[src/rtl/chess_turn_ctrl_pkg.sv]
// rtl/chess_turn_ctrl_pkg.sv - chess clock state encoding shared with display logic
package chess_clk_pkg;

  localparam int STATE_W = 3;

  typedef enum logic [STATE_W-1:0] {
    SETUP  = 3'd0,
    RUN1   = 3'd1,
    RUN2   = 3'd2,
    PAUSE1 = 3'd3,
    PAUSE2 = 3'd4,
    DONE   = 3'd5
  } state_t;

  function automatic logic is_running(state_t s);
    return (s == RUN1) || (s == RUN2);
  endfunction

endpackage

[src/rtl/chess_turn_ctrl_if.sv]
// rtl/chess_turn_ctrl_if.sv - sequencer to timer datapath signal bundle (tick, times, strobes)
interface chess_turn_ctrl_if #(
  parameter int TW = 4
);
  logic          TICK;
  logic [TW-1:0] TIM1;
  logic [TW-1:0] TIM2;
  logic          CE;
  logic          PLAYER;
  logic          STOP;
  logic          SWITCH_TIM;

  modport master (
    input  TICK, TIM1, TIM2,
    output CE, PLAYER, STOP, SWITCH_TIM
  );

  modport slave (
    output TICK, TIM1, TIM2,
    input  CE, PLAYER, STOP, SWITCH_TIM
  );
endinterface

[src/rtl/chess_turn_ctrl_btn_sync_edge.sv]
// rtl/chess_turn_ctrl_btn_sync_edge.sv - button synchroniser with registered rising-edge pulse
// Pulse is high SYNC_STAGES+1 cycles after the pin rises; a held button yields one pulse.
module btn_sync_edge #(
  parameter int SYNC_STAGES = 2
) (
  input  logic CLK,
  input  logic CLR,
  input  logic btn,
  output logic pulse
);

  logic [SYNC_STAGES-1:0] sync;
  logic                   last;

  always_ff @(posedge CLK or posedge CLR) begin
    if (CLR) begin
      sync  <= '0;
      last  <= 1'b0;
      pulse <= 1'b0;
    end else begin
      sync  <= {sync[SYNC_STAGES-2:0], btn};
      last  <= sync[SYNC_STAGES-1];
      pulse <= sync[SYNC_STAGES-1] & ~last;
    end
  end

endmodule

[src/rtl/chess_turn_ctrl.sv]
// rtl/chess_turn_ctrl.sv - chess clock game sequencer driving the down-counting timer datapath
// Optional MOVE_CNT output (saturating move counter) is built when MOVE_CNT_EN is defined.
module chess_turn_ctrl
  import chess_clk_pkg::*;
#(
  parameter int TW          = 4,
  parameter int SYNC_STAGES = 2
) (
  input  logic               CLK,
  input  logic               CLR,
  chess_turn_ctrl_if.master  dp,
  input  logic               BTN_START,
  input  logic               BTN_SET,
  input  logic               BTN_P1,
  input  logic               BTN_P2,
  output logic               FLAG1,
  output logic               FLAG2,
  output logic [STATE_W-1:0] STATE
`ifdef MOVE_CNT_EN
  ,
  output logic [7:0]         MOVE_CNT
`endif
);

  localparam logic [TW-1:0] TIM_ZERO = '0;

  state_t state;
  logic   start_ev;
  logic   set_ev;
  logic   p1_ev;
  logic   p2_ev;
  logic   time_out;
  logic   flag_fall;

  btn_sync_edge #(.SYNC_STAGES(SYNC_STAGES)) u_sync_start (.CLK(CLK), .CLR(CLR), .btn(BTN_START), .pulse(start_ev));
  btn_sync_edge #(.SYNC_STAGES(SYNC_STAGES)) u_sync_set   (.CLK(CLK), .CLR(CLR), .btn(BTN_SET),   .pulse(set_ev));
  btn_sync_edge #(.SYNC_STAGES(SYNC_STAGES)) u_sync_p1    (.CLK(CLK), .CLR(CLR), .btn(BTN_P1),    .pulse(p1_ev));
  btn_sync_edge #(.SYNC_STAGES(SYNC_STAGES)) u_sync_p2    (.CLK(CLK), .CLR(CLR), .btn(BTN_P2),    .pulse(p2_ev));

  // A tick on an already-zero clock is the flag; suppressing CE keeps the counter from wrapping.
  assign time_out  = ((state == RUN1) && (dp.TIM1 == TIM_ZERO)) ||
                     ((state == RUN2) && (dp.TIM2 == TIM_ZERO));
  assign flag_fall = dp.TICK && time_out;
  assign dp.CE     = dp.TICK && is_running(state) && !time_out;
  assign STATE     = state;

  always_ff @(posedge CLK or posedge CLR) begin
    if (CLR) begin
      state         <= SETUP;
      dp.PLAYER     <= 1'b1;
      dp.STOP       <= 1'b0;
      dp.SWITCH_TIM <= 1'b0;
      FLAG1         <= 1'b0;
      FLAG2         <= 1'b0;
    end else begin
      dp.STOP       <= 1'b0;
      dp.SWITCH_TIM <= 1'b0;
      case (state)
        SETUP: begin
          if (start_ev) begin
            state     <= RUN1;
            dp.PLAYER <= 1'b1;
          end else if (set_ev) begin
            dp.SWITCH_TIM <= 1'b1;
          end
        end
        RUN1: begin
          if (flag_fall) begin
            FLAG1   <= 1'b1;
            dp.STOP <= 1'b1;
            state   <= DONE;
          end else if (start_ev) begin
            state <= PAUSE1;
          end else if (p1_ev) begin
            state     <= RUN2;
            dp.PLAYER <= 1'b0;
          end
        end
        RUN2: begin
          if (flag_fall) begin
            FLAG2   <= 1'b1;
            dp.STOP <= 1'b1;
            state   <= DONE;
          end else if (start_ev) begin
            state <= PAUSE2;
          end else if (p2_ev) begin
            state     <= RUN1;
            dp.PLAYER <= 1'b1;
          end
        end
        PAUSE1: if (start_ev) state <= RUN1;
        PAUSE2: if (start_ev) state <= RUN2;
        DONE:   ;
        default: begin
          state     <= SETUP;
          dp.PLAYER <= 1'b1;
        end
      endcase
    end
  end

`ifdef MOVE_CNT_EN
  logic move_taken;

  assign move_taken = !flag_fall && !start_ev &&
                      (((state == RUN1) && p1_ev) || ((state == RUN2) && p2_ev));

  always_ff @(posedge CLK or posedge CLR) begin
    if (CLR) begin
      MOVE_CNT <= 8'd0;
    end else if (move_taken && (MOVE_CNT != 8'hFF)) begin
      MOVE_CNT <= MOVE_CNT + 8'd1;
    end
  end
`endif

endmodule

[src/flat_wrapper.sv]
// flat-port wrapper written by rule: the top's interface ports become plain ports
module chess_turn_ctrl_flat import chess_clk_pkg::*;
#(
  parameter int TW          = 4,
  parameter int SYNC_STAGES = 2
)
  (CLK, CLR, BTN_START, BTN_SET, BTN_P1, BTN_P2, FLAG1, FLAG2, STATE, dp_TICK, dp_TIM1, dp_TIM2, dp_CE, dp_PLAYER, dp_STOP, dp_SWITCH_TIM);
  chess_turn_ctrl_if #(.TW(TW)) dp_i ();
  input  logic CLK;
  input  logic CLR;
  input  logic BTN_START;
  input  logic BTN_SET;
  input  logic BTN_P1;
  input  logic BTN_P2;
  output logic FLAG1;
  output logic FLAG2;
  output logic [STATE_W-1:0] STATE;
  input wire logic [$bits(dp_i.TICK)-1:0] dp_TICK;
  input wire logic [$bits(dp_i.TIM1)-1:0] dp_TIM1;
  input wire logic [$bits(dp_i.TIM2)-1:0] dp_TIM2;
  output wire logic [$bits(dp_i.CE)-1:0] dp_CE;
  output wire logic [$bits(dp_i.PLAYER)-1:0] dp_PLAYER;
  output wire logic [$bits(dp_i.STOP)-1:0] dp_STOP;
  output wire logic [$bits(dp_i.SWITCH_TIM)-1:0] dp_SWITCH_TIM;
  assign dp_i.TICK = dp_TICK;
  assign dp_i.TIM1 = dp_TIM1;
  assign dp_i.TIM2 = dp_TIM2;
  assign dp_CE = dp_i.CE;
  assign dp_PLAYER = dp_i.PLAYER;
  assign dp_STOP = dp_i.STOP;
  assign dp_SWITCH_TIM = dp_i.SWITCH_TIM;
  chess_turn_ctrl #(.TW(TW), .SYNC_STAGES(SYNC_STAGES)) u_core (.CLK(CLK), .CLR(CLR), .dp(dp_i), .BTN_START(BTN_START), .BTN_SET(BTN_SET), .BTN_P1(BTN_P1), .BTN_P2(BTN_P2), .FLAG1(FLAG1), .FLAG2(FLAG2), .STATE(STATE));
endmodule
[config.mk]
export PLATFORM = sky130hd
export DESIGN_NAME = chess_turn_ctrl_flat
export DESIGN_NICKNAME = d
export VERILOG_FILES = /design/src/rtl/chess_turn_ctrl_pkg.sv /design/src/rtl/chess_turn_ctrl_if.sv /design/src/rtl/chess_turn_ctrl_btn_sync_edge.sv /design/src/rtl/chess_turn_ctrl.sv /design/src/flat_wrapper.sv
export SDC_FILE = /design/constraint.sdc
export NUM_CORES = 1
export LEC_CHECK = 0
export ABC_CLOCK_PERIOD_IN_PS = 1500
export BUFFER_PORTS_ARGS = -buffer_cell sky130_fd_sc_hd__buf_2
export CAP_MARGIN = 10
export CELL_PAD_IN_SITES_DETAIL_PLACEMENT = 1
export CELL_PAD_IN_SITES_GLOBAL_PLACEMENT = 2
export CORE_ASPECT_RATIO = 1.2
export CORE_MARGIN = 2
export CORE_UTILIZATION = 29
export DETAILED_ROUTE_END_ITERATION = 8
export GPL_TIMING_DRIVEN = 0
export HOLD_SLACK_MARGIN = 0.05
export PLACE_DENSITY_LB_ADDON = 0.1
export RECOVER_POWER = 25
export SLEW_MARGIN = 5
export SYNTH_ARGS = -nofsm -noshare
export SYNTH_HDL_FRONTEND = slang
export SYNTH_SLANG_ARGS = --single-unit
[constraint.sdc]
create_clock -name CLK -period 1.5 [get_ports CLK]
set_input_delay 0.075 -clock CLK [delete_from_list [all_inputs] [get_ports CLK]]
set_output_delay 0.075 -clock CLK [all_outputs]
set_load 0.02 [all_outputs]
=== Yosys cells after proc, flatten, opt, wreduce, memory -nomap -nowiden ===
Index checks and enable logic that the tools add are counted.

* Bits in registers: 24
* Input bits: 15

* Equal/unequal tests: 16
* Multiplexer cells: 22
* Bitwise logic cells: 10
* Reductions and logical operators: 18

{| class="wikitable"
|+ Operators with widths
! kind !! count
|-
| 3-bit two-way mux || 8
|-
| 2-bit inequality test, second input constant || 8
|-
| 3-bit one-hot mux with 5 select lines || 1
|-
| 1-bit two-way mux || 12
|-
| 4-bit zero test || 2
|-
| 4-bit by 3-bit inequality test with 1-bit output, second input constant || 2
|-
| 8-bit AND reduction || 1
|-
| 3-bit by 2-bit == test with 1-bit output, second input constant || 2
|-
| 3-bit == test, second input constant || 2
|-
| 1-bit inverter || 6
|-
| 1-bit logical AND || 5
|-
| 5-bit AND reduction || 1
|-
| 1-bit bitwise AND || 4
|-
| 1-bit one-hot mux with 4 select lines || 1
|-
| 2-bit AND reduction || 2
|-
| 2-bit OR reduction || 2
|-
| 3-bit by 1-bit == test with 1-bit output, second input constant || 1
|-
| 3-bit zero test || 1
|-
| 3-bit OR reduction || 1
|-
| 1-bit logical OR || 2
|-
| 2-bit by 1-bit inequality test with 1-bit output, second input constant || 1
|-
| 1-bit zero test || 1
|}

=== Longest topological paths before layout ===
Gate-level depths: netlist of run 1.

* Depth after elaboration: 6
* Gate-level depth with buffers: 5

=== By module ===
Synthesis of run 1 repeated with hierarchy kept, for this count alone.

* Cells, all modules: 81
* Area, all modules: 1007.2 µm²

{| class="wikitable"
|+ Modules (own cells, without submodules)
! module !! times used !! cells an instance !! area each (µm²) !! sequential area each (µm²)
|-
| chess_turn_ctrl || 1 || 57 || 536.8 || 201.4
|-
| btn_sync_edge || 4 || 6 || 117.6 || 100.1
|}

=== Worst setup path after synthesis of run 1 ===
OpenSTA, ideal clock, no wires.

* Path kind: flip-flop to flip-flop
* Start point: register u_core.state[2], in the netlist u_core.STATE[2]
* End point: register u_core.dp.PLAYER
* Arrival time: 1.454 ns
* Setup slack: -0.042 ns
* Stages on the path, launching flop included: 6
* Clock period less this slack: 1.542 ns
* Cell sequence: dfrtp_1 buf_2 or3_1 a211o_1 mux2i_1 a31oi_1

* Longest elaborated chain between the ends: 6
* Elaborated cells between the ends (all ways): 21

{| class="wikitable"
|+ Ends and longest elaborated chain
! what !! line !! RTL
|-
| start, declared || chess_turn_ctrl.sv:27 || <nowiki>state_t state;</nowiki>
|-
| start signal, assigned || chess_turn_ctrl.sv:49 || <nowiki>state <= SETUP;</nowiki>
|-
| start signal, assigned || chess_turn_ctrl.sv:61 || <nowiki>state <= RUN1;</nowiki>
|-
| start signal, assigned || chess_turn_ctrl.sv:71 || <nowiki>state <= DONE;</nowiki>
|-
| 3-bit by 1-bit == test with 1-bit output / 3-bit by 2-bit == test with 1-bit output (equally long branches) || chess_turn_ctrl.sv:41, chess_turn_ctrl.sv:58, chess_turn_ctrl.sv:42 ||
|-
| 1-bit logical AND, on equally long branches || chess_turn_ctrl.sv:41, chess_turn_ctrl.sv:42 ||
|-
| 1-bit logical OR || chess_turn_ctrl.sv:41 || <nowiki>assign time_out = ((state == RUN1) && (dp.TIM1 == TIM_ZERO)) ||</nowiki>
|-
| 1-bit logical AND || chess_turn_ctrl.sv:43 || <nowiki>assign flag_fall = dp.TICK && time_out;</nowiki>
|-
| 2-bit inequality test (no source line) || -- ||
|-
| 8-bit AND reduction (no source line) || -- ||
|-
| end signal, assigned || chess_turn_ctrl.sv:50 || <nowiki>dp.PLAYER <= 1'b1;</nowiki>
|-
| end signal, assigned || chess_turn_ctrl.sv:62 || <nowiki>dp.PLAYER <= 1'b1;</nowiki>
|-
| end signal, assigned || chess_turn_ctrl.sv:76 || <nowiki>dp.PLAYER <= 1'b0;</nowiki>
|-
| end, declared || chess_turn_ctrl_if.sv:15 || <nowiki>output CE, PLAYER, STOP, SWITCH_TIM</nowiki>
|}

Parallel ways exist; a longest one is shown, timed or not.
A chain may end at the register's enable or synchronous reset.

=== Final worst setup path of run 1 ===
* Start point: register u_core.state[0], in the netlist u_core.STATE[0]
* End point: register u_core.dp.PLAYER

Same word-level chain as after synthesis.

==> results of run 1 <==
## power groups by stage
stage	combinational, mW	clock (mW)	sequential (mW)
2_1_floorplan	0.480	0	0.944
3_3_place_gp	0.808	0	0.867
3_5_place_dp	0.801	0	0.869
4_1_cts	1.03	0.348	0.866
5_1_grt	1.24	0.380	0.877
6_report	1.15	0.335	0.859
## logic make-up after synthesis
group	count (synthesis)	share of synthesized area (%)
buf+inv	5	2.125
flops	24	63.88
mux	1	1.062
simple gates	28	17.53
compound gates	22	15.41
## per-layer routing
metal  vias to the layer above  global-route usage [%]  share of wire (%)  wire length, um
li1                        362                       -                  -                -
met1                       375                   15.04                 40              941
met2                        22                   26.18                 54             1259
met3                         4                   2.935                4.7              111
met4                         0                   5.357                1.6               38
met5                         -                       0                  0                0
## Yosys cell counts
library cell and count:
a211o_1 1, a211oi_1 2, a21o_1 1, a21oi_1 2, a22oi_1 2, a31o_2 1
a31oi_1 1, and2_1 1, and2b_1 1, buf_2 1, clkbuf_1 2, dfrtp_1 23
dfstp_2 1, inv_1 2, mux2i_1 1, nand2_1 2, nand2b_1 3, nor2_1 6
nor2b_1 8, nor3_1 2, nor3b_1 1, nor4_1 1, nor4_2 1, o21a_1 1
o21ai_0 5, o22ai_1 4, o31ai_1 1, o41ai_1 1, or3_1 1, or4b_1 1
## through the flow
| step | util, % | hold slack [ns] | area, um2 | worst slack [ns] | total power [mW] |
|---|---|---|---|---|---|
| 2_1_floorplan | - | 0.08881 | 954.7 | 0.01768 | 1.424 |
| 3_3_place_gp | 36.16 | 0.1831 | 1115 | -0.06138 | 1.676 |
| 3_5_place_dp | 36.16 | 0.1846 | 1115 | -0.05968 | 1.670 |
| 4_1_cts | 41.76 | 0.08849 | 1287 | -0.001938 | 2.243 |
| 5_1_grt | 43.14 | 0.1101 | 1330 | -0.05486 | 2.493 |
| 6_report | 43.14 | 0.1142 | 1330 | 0.008514 | 2.341 |
## final cells by class
cell class                      count  share of cell area, %
Sequential cell                    24                  45.44
Multi-Input combinational cell     51                  27.94
Timing Repair Buffer               35                  17.78
Tap cell                           36                  3.387
Clock buffer                        4                  2.728
Buffer                              3                  2.164
Inverter                            2                 0.5644
## path summary, 6_finish.rpt
check / endpoint / slack, ns
max in group asynchronous: u_core.STATE[2] / 0.41
max: u_core.dp.PLAYER / 0.009
max reg2reg: u_core.dp.PLAYER / 0.009
min: u_core.dp.PLAYER / 0.11
min reg2reg: u_core.u_sync_p1.sync[1] / 0.37
min in group asynchronous: u_core.u_sync_p1.sync[0] / 0.49
## state kept, by name (all words and copies together) (netlist names), 2 cells and up
register / cells
u_core.u_sync_p1.sync: 2
u_core.u_sync_p2.sync: 2
u_core.u_sync_start.sync: 2
u_core.u_sync_set.sync: 2
u_core.STATE: 3
## worst max-delay path, stage by stage (launching register included)
cell	delay [ns]
dfrtp_1	0.42
buf_4	0.16
or4b_4	0.49
o41ai_4	0.08
mux2i_1	0.23
a31oi_1	0.06
## repair_timing
item	4_1_cts	5_1_grt
pin swaps	4	0
hold buffers	5	0
setup buffers	4	3
resized for setup	9	5
cloned	0	0
setup endpoints to repair	3	4
endpoints found under the hold margin	27	0
==> reports/metrics.cfg, run 1 <==
[run_status]
status = finished, final reports clean

[run]
cap_violations = 0

[cts]
clock_latency_ns = 0.30
cts-htree-levels = 1
tritoncts = yes
cts_root_buf = clkbuf_4
cts_sinks = 24
clockBufferDepth = 2
numCtsBuffers = 3
clkSlewWorstSetupHoldPaths_ns = 0.13

[timing]
setup_tns_ns = 0
fmax_mhz = 670.5
worst_pin_slew_ns = 0.8919
period_share_pct = 99.43
slew_headroom_pct = 40.48
grt_setup_unrepaired = true
hold_viol = 0
period_minus_slack_ns = 1.491
skew_ns = 0.001721
slew_violations = 0
setup_violations = 0

[min_path]
hold_path_startpoint = dp_TICK
hp-class = in2reg
whs_path_depth = 3

[setup_path]
crit_required_ns = 1.74
crit_path_start = u_core.STATE[0]
path_max_fanout = 4
cp-end-kind = register
rr_startpoint = u_core.STATE[0]
critPathKind = reg2reg
ff2ff_path_depth = 5
cp.arrival_ns = 1.73
cp-start-kind = register

[placed_design]
dp_cells = 139
place_hpwl_mm = 1.550
routabilityCongestion = 0.7364
portBuffers = 23

[die]
die_area_mm2 = 0.003723
core_area_mm2 = 0.003083
num_rows = 22
die_h_um = 66.44
start_util_pct = 30.56
dieWidth_um = 56.03
io_pins = 24

[finish]
fin_nets = 135
final_common_cell = buf_2
seq_area_um2 = 604.3
drive_above_1_share_pct = 40.34
multiInputGateArea_um2 = 371.6
diodes = 0
fillers = 342
layout_common_cells = buf_2, dfrtp_1, nor2_1, nor2b_1, buf_4
final_cells = 155
syn2layout_area_growth_pct = 41.17

[power_and_ir_drop]
p_leak_nw = 0.6201
switching_power_mw = 0.8641
swShare_pct = 36.91
powerDensity_mw_per_mm2 = 1760
power.sequential.fraction_pct = 36.7
clockPowerShare_pct = 14.3
p_comb_share_pct = 49.0
p_int_mw = 1.477
vdd_drop_max_mv = 0.6195

[global_routing]
grt_pass1_wl_mm = 3.850
grt_max_degree = 25
antenna_found_initial = 0
grt_use_total_pct = 13.87
grt_pass1_vias = 827
overflow = 0

[yosys]
ys_types = 30
synthesis.nets = 95
yosys_warnings = 0
synth.largest_area_cell = dfrtp_1
yosysSeqAreaShare_pct = 63.88
syn-cell-area_um2 = 942.2
synth.top_cells.by_area = dfrtp_1, nor2b_1, dfstp_2
ys_ff_latch = 24
synthCells = 80
avgSynthCellArea_um2 = 11.78
netlist.area_leader.share_pct = 61.09

[routing]
num_vias = 763
wirelength_mm = 2.351
drtAntennaViolNets = 0
wl_per_cell_um = 15.17
post-route-drc-count = 0
drt_iter0_markers = 3
vias_per_cell = 4.923
firstDrtPassIters = 2

No activity file was read; power rests on OpenSTA's default activity.
==> inputs of run 2 (changes only) <==
- HOLD_SLACK_MARGIN: 0.05 -> 0.12
==> run 2 against run 1 <==
Effect of this change:
- sequential share of layout area decreased by 0.34 points
- routed wire length increased by 0.85%
- cell count increased by 0.65%
- register-to-register slack about the same
- total power grew 0.29%
- critical path depth did not move
- clock power up 1%
- sequential power about the same
- combinational power about the same
- maximum frequency shrank 0.46%
- critical path type unchanged
- critical endpoint unchanged
- largest power group unchanged
==> reports/metrics.cfg, run 2 (synthesized netlist as in run 1, its figures left out) <==
[finish]
drive_above_1_share_pct = 40.00  ; was 40.34%
largest_reg_flops = 3  ; unchanged
multiInputGateArea_um2 = 371.6  ; unchanged
final_common_cell = buf_2  ; unchanged
diodes = 0  ; unchanged
seq_area_um2 = 604.3  ; unchanged
fillers = 341  ; was 342
final_cells = 156  ; was 155
layout_common_cells = buf_2, dfrtp_1  ; was buf_2, dfrtp_1, nor2_1, nor2b_1, buf_4
fin_nets = 136  ; was 135
syn2layout_area_growth_pct = 42.23  ; was 41.17%

[routing]
wirelength_mm = 2.371  ; was 2.351 mm
drtAntennaViolNets = 0  ; unchanged
firstDrtPassIters = 3  ; was 2
num_vias = 761  ; was 763
drt_iter0_markers = 5  ; was 3
wl_per_cell_um = 15.20  ; was 15.17 um
post-route-drc-count = 0  ; unchanged
vias_per_cell = 4.878  ; was 4.923

[cts]
clockBufferDepth = 2  ; unchanged
clkSlewWorstSetupHoldPaths_ns = 0.13  ; about the same
cts_root_buf = clkbuf_4  ; unchanged
clock_latency_ns = 0.31  ; was 0.30 ns
numCtsBuffers = 3  ; unchanged
cts-htree-levels = 1  ; unchanged
cts_sinks = 24  ; unchanged
tritoncts = yes  ; unchanged

[global_routing]
grt_max_degree = 25  ; unchanged
grt_use_total_pct = 13.95  ; was 13.87%
grtUsageMet1_pct = 15.17  ; was 15.04%
grt_busiest_layer = met2  ; unchanged
grt_pass1_wl_mm = 3.877  ; was 3.850 mm
antenna_found_initial = 0  ; unchanged
met3_usage_pct = 2.740  ; was 2.935%
use_met2_pct = 26.47  ; was 26.18%
grt_pass1_vias = 835  ; was 827
overflow = 0  ; unchanged

[placed_design]
routabilityCongestion = 0.7364  ; unchanged
portBuffers = 23  ; unchanged
dp_cells = 139  ; unchanged
place_hpwl_mm = 1.550  ; unchanged
pre_cts_ws_ns = -0.05968  ; unchanged

[timing]
grt_setup_unrepaired = true  ; unchanged
period_minus_slack_ns = 1.498  ; was 1.491 ns
slew_violations = 0  ; unchanged
setup_violations = 0  ; unchanged
setup_tns_ns = 0  ; unchanged
skew_ns = 0.007070  ; was 0.001721 ns
fmax_mhz = 667.4  ; was 670.5 MHz
period_share_pct = 99.89  ; was 99.43%
hold_viol = 0  ; unchanged
worst_pin_slew_ns = 0.8964  ; was 0.8919 ns
fin_ws_ns = 0.001687  ; was 0.008514 ns
slew_headroom_pct = 40.18  ; was 40.48%

[die]
die_h_um = 66.44  ; unchanged
start_util_pct = 30.56  ; unchanged
io_pins = 24  ; unchanged
num_rows = 22  ; unchanged
dieWidth_um = 56.03  ; unchanged
core_area_mm2 = 0.003083  ; unchanged
die_area_mm2 = 0.003723  ; unchanged

[min_path]
min_to = u_core.dp.STOP  ; was u_core.dp.PLAYER
whs_path_depth = 4  ; was 3
hp-class = in2reg  ; unchanged
hold_path_startpoint = dp_TIM2[2]  ; was dp_TICK

[setup_path]
cp-end-kind = register  ; unchanged
rr_startpoint = u_core.STATE[0]  ; unchanged
critPathKind = reg2reg  ; unchanged
path_max_fanout = 4  ; unchanged
cp-start-kind = register  ; unchanged
rr_endpoint = u_core.dp.PLAYER  ; unchanged
cp.arrival_ns = 1.74  ; was 1.73 ns
crit_path_start = u_core.STATE[0]  ; unchanged
ff2ff_path_depth = 5  ; unchanged
crit_required_ns = 1.74  ; about the same
reg2reg_slack_ns = 0.002  ; was 0.009 ns

[run_status]
status = finished, final reports clean  ; unchanged

[power_and_ir_drop]
powerDensity_mw_per_mm2 = 1752  ; was 1760 mW/mm2
vdd_drop_max_mv = 0.6171  ; was 0.6195 mV
p_leak_nw = 0.6243  ; was 0.6201 nW

[run]
cap_violations = 0  ; unchanged

[run 2: cell types whose count changed in the layout (fill, tap and decap cells not counted)]
cell | previous run | this run
dlygate4sd3_1 | 5 | 6
[run 2: metrics by stage]
stage	utilization [%]	hold WS (ns)	instance area, um2	power (mW)
after global placement	36.16	0.1831	1115	1.676
after detailed placement	36.16	0.1846	1115	1.670
after global routing	43.47	0.1533	1340	2.495
final	43.47	0.1574	1340	2.348
after CTS	42.09	0.1440	1297	2.246
after floorplan	-	0.08881	954.7	1.424
[run 2: how the worst max path moves through the flow]
| stage | end | slack, ns | depth (start not counted) |
|---|---|---|---|
| 2_1_floorplan | u_core.dp.PLAYER | 0.02 | 5 |
| 3_3_place_gp | u_core.STATE[0] | -0.06 | 4 |
| 3_5_place_dp | u_core.STATE[0] | -0.06 | 4 |
| 4_1_cts | dp_CE | -0.002 | 4 |
| 5_1_grt | dp_CE | -0.05 | 5 |
| 6_report | u_core.dp.PLAYER | 0.002 | 5 |
[run 2: cell type report]
type,count,share of cell area [%]
tap,36,3.361
clock buffer,4,2.708
sequential,24,45.10
buffer,3,2.148
multi-input combinational,51,27.73
timing repair buffer,36,18.39
inverter,2,0.5602
[run 2: worst max-delay path: stages (launching register included)]
cell and delay [ns]:
dfrtp_1 0.42, buf_4 0.16, or4b_4 0.49, o41ai_4 0.08
mux2i_1 0.23, a31oi_1 0.05
[run 2: timing repair]
action                                  4_1_cts  5_1_grt
setup buffers                                 4        3
endpoints found under the hold margin        29        0
resized for setup                             9        5
pin swaps                                     4        0
endpoints found under the setup margin        3        4
hold buffers                                  6        0
[run 2: per-layer routing]
layer	part of all wire [%]	vias to the layer above	wire [um]
li1	-	363	-
met1	41	372	978
met2	52	22	1239
met3	4.8	4	113
met4	1.7	0	40
met5	0	-	0
[run 2: where the power goes]
group,internal [mW],switching (mW)
clock network,0.148,0.191
logic,0.566,0.584
registers,0.764,0.0945
